### src/rtl/batch_reverse_buffer_if.sv
// Sample stream into the reverse buffer and the time-reversed stream out of it.
// The buffer owns the slave side; the producer/consumer owns the master side.
interface batch_reverse_buffer_if #(
  parameter int N = 3
);
  logic [N-1:0] in;
  logic         in_valid;
  logic [N-1:0] out;
  logic         out_valid;
  logic         out_first;
  logic         out_last;

  modport slave (
    input  in, in_valid,
    output out, out_valid, out_first, out_last
  );

  modport master (
    output in, in_valid,
    input  out, out_valid, out_first, out_last
  );
endinterface

### src/rtl/batch_reverse_buffer.sv
// Ping-pong batch buffer: collects `stages` samples in time order, then replays
// the completed batch newest-first while the other bank fills.
module batch_reverse_buffer #(
  parameter int stages = 32,
  parameter int N      = 3
) (
  input  logic                    clk,
  input  logic                    rst,
  batch_reverse_buffer_if.slave   bus
);

  localparam int             CW       = (stages > 1) ? $clog2(stages) : 1;
  localparam logic [CW-1:0]  CNT_LAST = CW'(stages - 1);

  typedef enum logic {IDLE, READ} state_t;

  state_t        state_q, state_d;
  logic [CW-1:0] wcnt_q, wcnt_d;
  logic [CW-1:0] rcnt_q, rcnt_d;
  logic          wbank_q, wbank_d;
  logic          rbank_q, rbank_d;
  logic [N-1:0]  out_q, out_d;
  logic          out_valid_q, out_valid_d;
  logic          out_first_q, out_first_d;
  logic          out_last_q, out_last_d;

  logic [N-1:0]  mem_q [0:1][0:stages-1];

  logic wr_en;
  logic complete;

  assign wr_en    = bus.in_valid;
  assign complete = wr_en && (wcnt_q == CNT_LAST);

  // Storage is left uncleared by reset; the FSM only reads a bank after it fills.
  always_ff @(posedge clk) begin
    if (wr_en) begin
      mem_q[wbank_q][wcnt_q] <= bus.in;
    end
  end

  always_comb begin
    state_d     = state_q;
    wcnt_d      = wcnt_q;
    rcnt_d      = rcnt_q;
    wbank_d     = wbank_q;
    rbank_d     = rbank_q;
    out_d       = out_q;
    out_valid_d = 1'b0;
    out_first_d = 1'b0;
    out_last_d  = 1'b0;

    if (wr_en) begin
      wcnt_d = complete ? '0 : wcnt_q + CW'(1);
      if (complete) begin
        wbank_d = ~wbank_q;
      end
    end

    case (state_q)
      IDLE: begin
        if (complete) begin
          state_d = READ;
          rcnt_d  = CNT_LAST;
          rbank_d = wbank_q;
        end
      end
      READ: begin
        out_d       = mem_q[rbank_q][rcnt_q];
        out_valid_d = 1'b1;
        out_first_d = (rcnt_q == CNT_LAST);
        out_last_d  = (rcnt_q == '0);
        if (rcnt_q == '0) begin
          // A batch finishing on the last read edge chains straight on, no gap.
          if (complete) begin
            rcnt_d  = CNT_LAST;
            rbank_d = wbank_q;
          end else begin
            state_d = IDLE;
          end
        end else begin
          rcnt_d = rcnt_q - CW'(1);
        end
      end
      default: state_d = IDLE;
    endcase
  end

  always_ff @(posedge clk or negedge rst) begin
    if (!rst) begin
      state_q     <= IDLE;
      wcnt_q      <= '0;
      rcnt_q      <= '0;
      wbank_q     <= 1'b0;
      rbank_q     <= 1'b0;
      out_q       <= '0;
      out_valid_q <= 1'b0;
      out_first_q <= 1'b0;
      out_last_q  <= 1'b0;
    end else begin
      state_q     <= state_d;
      wcnt_q      <= wcnt_d;
      rcnt_q      <= rcnt_d;
      wbank_q     <= wbank_d;
      rbank_q     <= rbank_d;
      out_q       <= out_d;
      out_valid_q <= out_valid_d;
      out_first_q <= out_first_d;
      out_last_q  <= out_last_d;
    end
  end

  assign bus.out       = out_q;
  assign bus.out_valid = out_valid_q;
  assign bus.out_first = out_first_q;
  assign bus.out_last  = out_last_q;

endmodule

### src/flat_wrapper.sv
// flat-port wrapper written by rule: the top's interface ports become plain ports
module batch_reverse_buffer_flat 
#(
  parameter int stages = 32,
  parameter int N      = 3
)
  (clk, rst, bus_in, bus_in_valid, bus_out, bus_out_valid, bus_out_first, bus_out_last);
  batch_reverse_buffer_if #(.N(N)) bus_i ();
  input  logic clk;
  input  logic rst;
  input wire logic [$bits(bus_i.in)-1:0] bus_in;
  input wire logic [$bits(bus_i.in_valid)-1:0] bus_in_valid;
  output wire logic [$bits(bus_i.out)-1:0] bus_out;
  output wire logic [$bits(bus_i.out_valid)-1:0] bus_out_valid;
  output wire logic [$bits(bus_i.out_first)-1:0] bus_out_first;
  output wire logic [$bits(bus_i.out_last)-1:0] bus_out_last;
  assign bus_i.in = bus_in;
  assign bus_i.in_valid = bus_in_valid;
  assign bus_out = bus_i.out;
  assign bus_out_valid = bus_i.out_valid;
  assign bus_out_first = bus_i.out_first;
  assign bus_out_last = bus_i.out_last;
  batch_reverse_buffer #(.stages(stages), .N(N)) u_core (.clk(clk), .rst(rst), .bus(bus_i));
endmodule
### config.mk
export PLATFORM = sky130hd
export DESIGN_NAME = batch_reverse_buffer_flat
export DESIGN_NICKNAME = d
export VERILOG_FILES = /design/src/rtl/batch_reverse_buffer_if.sv /design/src/rtl/batch_reverse_buffer.sv /design/src/flat_wrapper.sv
export SDC_FILE = /design/constraint.sdc
export NUM_CORES = 1
export LEC_CHECK = 0
export ABC_CLOCK_PERIOD_IN_PS = 3430
export BUFFER_PORTS_ARGS = -buffer_cell sky130_fd_sc_hd__buf_2
export CORE_MARGIN = 2
export CORE_UTILIZATION = 62
export CTS_CLUSTER_SIZE = 16
export DETAILED_ROUTE_END_ITERATION = 10
export PLACE_DENSITY = 0.79
export RECOVER_POWER = 100
export SLEW_MARGIN = 20
export SYNTH_ARGS = -nofsm -noshare
export SYNTH_HDL_FRONTEND = slang
export SYNTH_SLANG_ARGS = --single-unit
### constraint.sdc
create_clock -name clk -period 3.43 [get_ports clk]
set_input_delay 0.686 -clock clk [delete_from_list [all_inputs] [get_ports clk]]
set_output_delay 0.686 -clock clk [all_outputs]
set_load 0.02 [all_outputs]
==> flow_summary.json, run 1 <==
{
  "outcome": "finished, violations left",
  "failed_checks": "max-capacitance violations, max-slew violations",
  "grt_pass1_vias": 4760,
  "drive_gt1_frac": 0.169,
  "synth.most_common_cell": "edfxtp_1",
  "cts_hold_buf": 0,
  "max_freq_ghz": 0.358,
  "die_w_um": 122,
  "cts_buffers": 21,
  "critPathLaunch": "bus_in[2]",
  "grt_use_total": 0.253,
  "reg2reg_to": "u_core.bus.out[2]",
  "synth_top_cell_by_area": "edfxtp_1",
  "crit_buf_inv": 1,
  "drv_slew": 65,
  "cts_resized": 0,
  "ys_async_sr_fraction": 0.0900,
  "synth-main-ff-cell": "edfxtp_1",
  "seq_area_mm2": 0.00624,
  "synth_cell_types": 43,
  "synth_top_area_frac": 0.668,
  "grt_pass1_wl_um": 27200,
  "synth_edf_count": 192,
  "clkTransAtPathRegs_ps": 60,
  "ys_top_cells_by_area": "edfxtp_1, mux4_2, dfrtp_1, nor2_1, nand2_1",
  "drtIter0Drc": 591,
  "clock_latency_ps": 510,
  "syn-num-nets": 529,
  "leakage_nw": 3.06,
  "finalCriticalPeriod_ps": 2800,
  "rsz0062_at_grt": "no",
  "multi_input_area_mm2": 0.00222,
  "area_growth_pct": 10.4,
  "crit_required_ps": 3320,
  "ioPinCount": 12,
  "crit_arrival_ps": 2690,
  "syn_inst": 516,
  "avgSynthCellArea_um2": 16.7,
  "rows": 43,
  "grt_max_degree": 65,
  "core_mm2": 0.0137,
  "initial_core_util": 0.629,
  "hold_class": "in -> async",
  "ir_drop_mv": 0.480,
  "critPathKind": "in -> reg",
  "htree_levels": 1,
  "reg2regPathDepth": 6,
  "hold_viol": 0,
  "cts_sinks": 211,
  "cp_num_cells": 1,
  "endpoint": "u_core.mem_q[0][20]",
  "netlist_area_mm2": 0.00863,
  "vias_per_cell": 6.62,
  "io_buffers": 11,
  "place.gp.congestion": 0.872,
  "reg2reg_slack_ps": 990,
  "antenna_found_initial": 0,
  "cts_tree": "built",
  "fin_util": 0.694,
  "synth_warnings": 0,
  "yosys-top-cells-count": "edfxtp_1, nor2_1, mux4_2",
  "antenna_cells": 0,
  "relSlewSlack": -0.882,
  "wl_per_cell_um": 24.9,
  "start_kind": "primary input",
  "vias": 4799,
  "final_cell_count_no_fill": 725,
  "synth_seq_cells": 211,
  "drt-pass1-iter-count": 5,
  "finClkSkew_ps": 17.9,
  "post_cts_buffers": 0,
  "nets": 543,
  "drc": 0,
  "synth-seq-area-share": 0.723,
  "dieHeight_um": 122,
  "clockBufferDepth": 3,
  "setup_tns_ps": 0,
  "hold_slack_ps": 391,
  "r2r-start": "u_core.rcnt_q[2]",
  "tightestPinTransition_ps": 2820,
  "max-cap-violations": 1,
  "place_inst": 687,
  "ant_nets": 0,
  "fillCellCount": 842,
  "cpPeakStageDelay_ps": 1960,
  "endpoint_kind": "register",
  "p_per_area_mw_per_mm2": 778,
  "crit_path_top_delay_cell": "clkbuf_1",
  "timing.final.crit_share": 0.815,
  "cp_max_fo": 64,
  "cp_top_family": "buffers and inverters",
  "drt-total-wl_um": 18100,
  "cp_cell_sequence": "clkbuf_1",
  "die-area_mm2": 0.0149,
  "setup_violations": 0,
  "root_buffer": "clkbuf_16",
  "grt-ovfl-total": 0,
  "dpl.hpwl_um": 10900
}
-- cell usage in the layout, fill, tap and decap left out, types with 9 or more instances in the layout --
master and instances:
edfxtp_1 192, nand2b_1 9, nor3_1 11, nand3_1 15
clkbuf_1 11, mux4_2 42, dfrtp_1 17, nor2_1 80
clkbuf_16 21, nand2_1 31
-- state kept, by name, indices dropped and copies added, names as in the netlist --
register,flops
u_core.bus.out,3
u_core.bus.out_first,1
u_core.bus.out_last,1
u_core.bus.out_valid,1
u_core.mem_q,192
u_core.rbank_q,1
u_core.rcnt_q,5
u_core.state_q,1
u_core.wbank_q,1
u_core.wcnt_q,5
-- metrics by stage --
step	setup WS [ps]	area [um^2]	power (mW)
floorplan	1060	8630	4.60
global placement	1180	8820	5.01
detailed placement	1160	8820	5.09
CTS	1090	9530	7.41
global route	476	9530	7.67
finish	635	9530	7.41
-- cell type report --
type | count | share of cell area
Multi-Input combinational cell | 273 | 0.233
Clock inverter | 11 | 0.0133
Inverter | 7 | 0.00276
Clock buffer | 27 | 0.0617
Timing Repair Buffer | 16 | 0.0101
Tap cell | 180 | 0.0236
Sequential cell | 211 | 0.655
-- per-layer routing --
layer	up-vias	routed length, um	GRT usage
met5	-	0	0
met2	265	9160	0.424
li1	2038	-	-
met3	47	1530	0.0440
met4	0	681	0.108
met1	2449	6690	0.331
-- how the worst min path moves through the flow --
stage                      startpoint              endpoint
floorplan                         rst     u_core.bus.out[0]
global placement    u_core.bus.out[0]     u_core.bus.out[0]
detailed placement  u_core.bus.out[1]     u_core.bus.out[1]
CTS                               rst      u_core.wcnt_q[2]
global route                      rst        u_core.state_q
finish                            rst  u_core.bus.out_first
-- kinds of logic (layout without fill, tap and decap cells) --
family,count (synthesis),after routing,synth area share
simple gates,173,173,0.0909
xor+xnor,2,2,0.00203
buf+inv,32,61,0.0196
fa+ha+maj,7,7,0.0101
flops,211,211,0.723
mux,53,53,0.123
compound gates,38,38,0.0313
-- report_power, final --
part	switching [mW]	internal (mW)
registers	0.231	2.98
clock network	0.962	1.38
logic	1.10	0.763
total	2.29	5.12
Power figures use the tool's default switching activity.
==> run 2: changes to the inputs <==
Settings changed: ABC_CLOCK_PERIOD_IN_PS 3430 to 2870.
Clock period 3.43 ns to 2.87 ns, I/O delays scaled along.
==> flow_summary.json, run 2 (same netlist as run 1, synthesis figures left out) <==
{
  "outcome": "finished, violations left",
  "failed_checks": "max-capacitance violations, max-slew violations",
  "drt-total-wl_um": 18200,
  "drv_slew": 41,
  "max_freq_ghz": 0.390,
  "ioPinCount": 12,
  "relSlewSlack": -0.240,
  "core_mm2": 0.0137,
  "wl_per_cell_um": 24.9,
  "antenna_found_initial": 0,
  "critPathLaunch": "u_core.rcnt_q[0]",
  "grt_pass1_vias": 4857,
  "hold_viol": 0,
  "reg_top3": "u_core.mem_q x192, u_core.rcnt_q x5, u_core.wcnt_q x5",
  "finalCriticalPeriod_ps": 2560,
  "final_common_cell": "edfxtp_1",
  "vias": 4819,
  "initial_core_util": 0.629,
  "antenna_cells": 0,
  "io_buffers": 11,
  "post_cts_buffers": 0,
  "drc": 0,
  "endpoint_kind": "register",
  "cp_max_fo": 31,
  "crit_required_ps": 3270,
  "cts_hold_buf": 0,
  "cts_buffers": 21,
  "cts_resized": 0,
  "layout_common_cells": "edfxtp_1, nor2_1, mux4_2, nand2_1, clkbuf_16",
  "p_per_area_mw_per_mm2": 926,
  "timing.final.crit_share": 0.892,
  "rows": 43,
  "leakage_nw": 3.06,
  "die-area_mm2": 0.0149,
  "finClkSkew_ps": 22.4,
  "place.gp.congestion": 0.814,
  "clock_latency_ps": 500,
  "dieHeight_um": 122,
  "place_inst": 693,
  "rsz0062_at_grt": "no",
  "drive_gt1_frac": 0.165,
  "die_w_um": 122,
  "grt_max_degree": 65,
  "hold_class": "in -> async",
  "largest_reg_flops": 192,
  "clockBufferDepth": 3,
  "htree_levels": 1,
  "vias_per_cell": 6.59,
  "r2r-start": "u_core.rcnt_q[0]",
  "max-cap-violations": 1,
  "root_buffer": "clkbuf_16",
  "ant_nets": 0,
  "nets": 549,
  "ir_drop_mv": 0.448,
  "grt_use_total": 0.255,
  "setup_tns_ps": 0,
  "crit_arrival_ps": 2960,
  "grt-ovfl-total": 0,
  "clkTransAtPathRegs_ps": 70,
  "setup_violations": 0,
  "drtIter0Drc": 675,
  "area_growth_pct": 10.7,
  "start_kind": "register",
  "critPathKind": "reg -> reg",
  "dpl.hpwl_um": 11700,
  "top_register": "u_core.mem_q",
  "grt_pass1_wl_um": 27600,
  "final_cell_count_no_fill": 731,
  "tightestPinTransition_ps": 1860,
  "drt-pass1-iter-count": 5,
  "cts_sinks": 211,
  "cts_tree": "built"
}
[run 2: power breakdown]
| group | switching (mW) | internal [mW] |
|---|---|---|
| registers | 0.335 | 3.56 |
| clock network | 1.13 | 1.62 |
| logic | 1.26 | 0.939 |
[run 2: worst max-delay path: stages, from the launching register on]
cell     delay [ps]
dfrtp_1         720
buf_4           500
mux4_2          280
o22ai_1         100
nor4_1          550
nor3_1          120
nor3_1          190
[run 2: metal layers]
| layer | GRT usage | share of wire |
|---|---|---|
| met3 | 0.0510 | 0.086 |
| met5 | 0 | 0 |
| met2 | 0.418 | 0.50 |
| met4 | 0.101 | 0.038 |
| met1 | 0.342 | 0.37 |
[run 2: stage by stage]
| stage | utilization | cell area [um^2] | worst slack (ps) | total power, mW | hold WS [ps] |
|---|---|---|---|---|---|
| after detailed placement | 0.647 | 8880 | 492 | 6.10 | 545 |
| after CTS | 0.698 | 9580 | 454 | 8.85 | 21.7 |
| after global placement | 0.647 | 8880 | 585 | 6.01 | 541 |
| after floorplan | - | 8630 | 498 | 5.49 | 278 |
| after global routing | 0.696 | 9550 | 230 | 9.18 | 357 |
| final | 0.696 | 9550 | 309 | 8.85 | 277 |
[run 2: worst paths after layout]
kind                                endpoint  slack [ps]  cells past startpoint
hold reg to reg            u_core.bus.out[0]         610                      2
setup / recovery           u_core.bus.out[1]         310                      6
max in group asynchronous     u_core.rbank_q        1840                      1
hold / removal             u_core.bus.out[2]         280                      1
setup reg to reg           u_core.bus.out[1]         310                      6
min in group clk            u_core.wcnt_q[1]         500                      3
[run 2: area by class of cell]
cell class,instances,area [um^2]
Inverter,7,26.3
Multi-Input combinational cell,273,2220
Tap cell,180,225
Fill cell,825,4170
Sequential cell,211,6240
Timing Repair Buffer,22,134
Clock buffer,22,529
Clock inverter,16,173
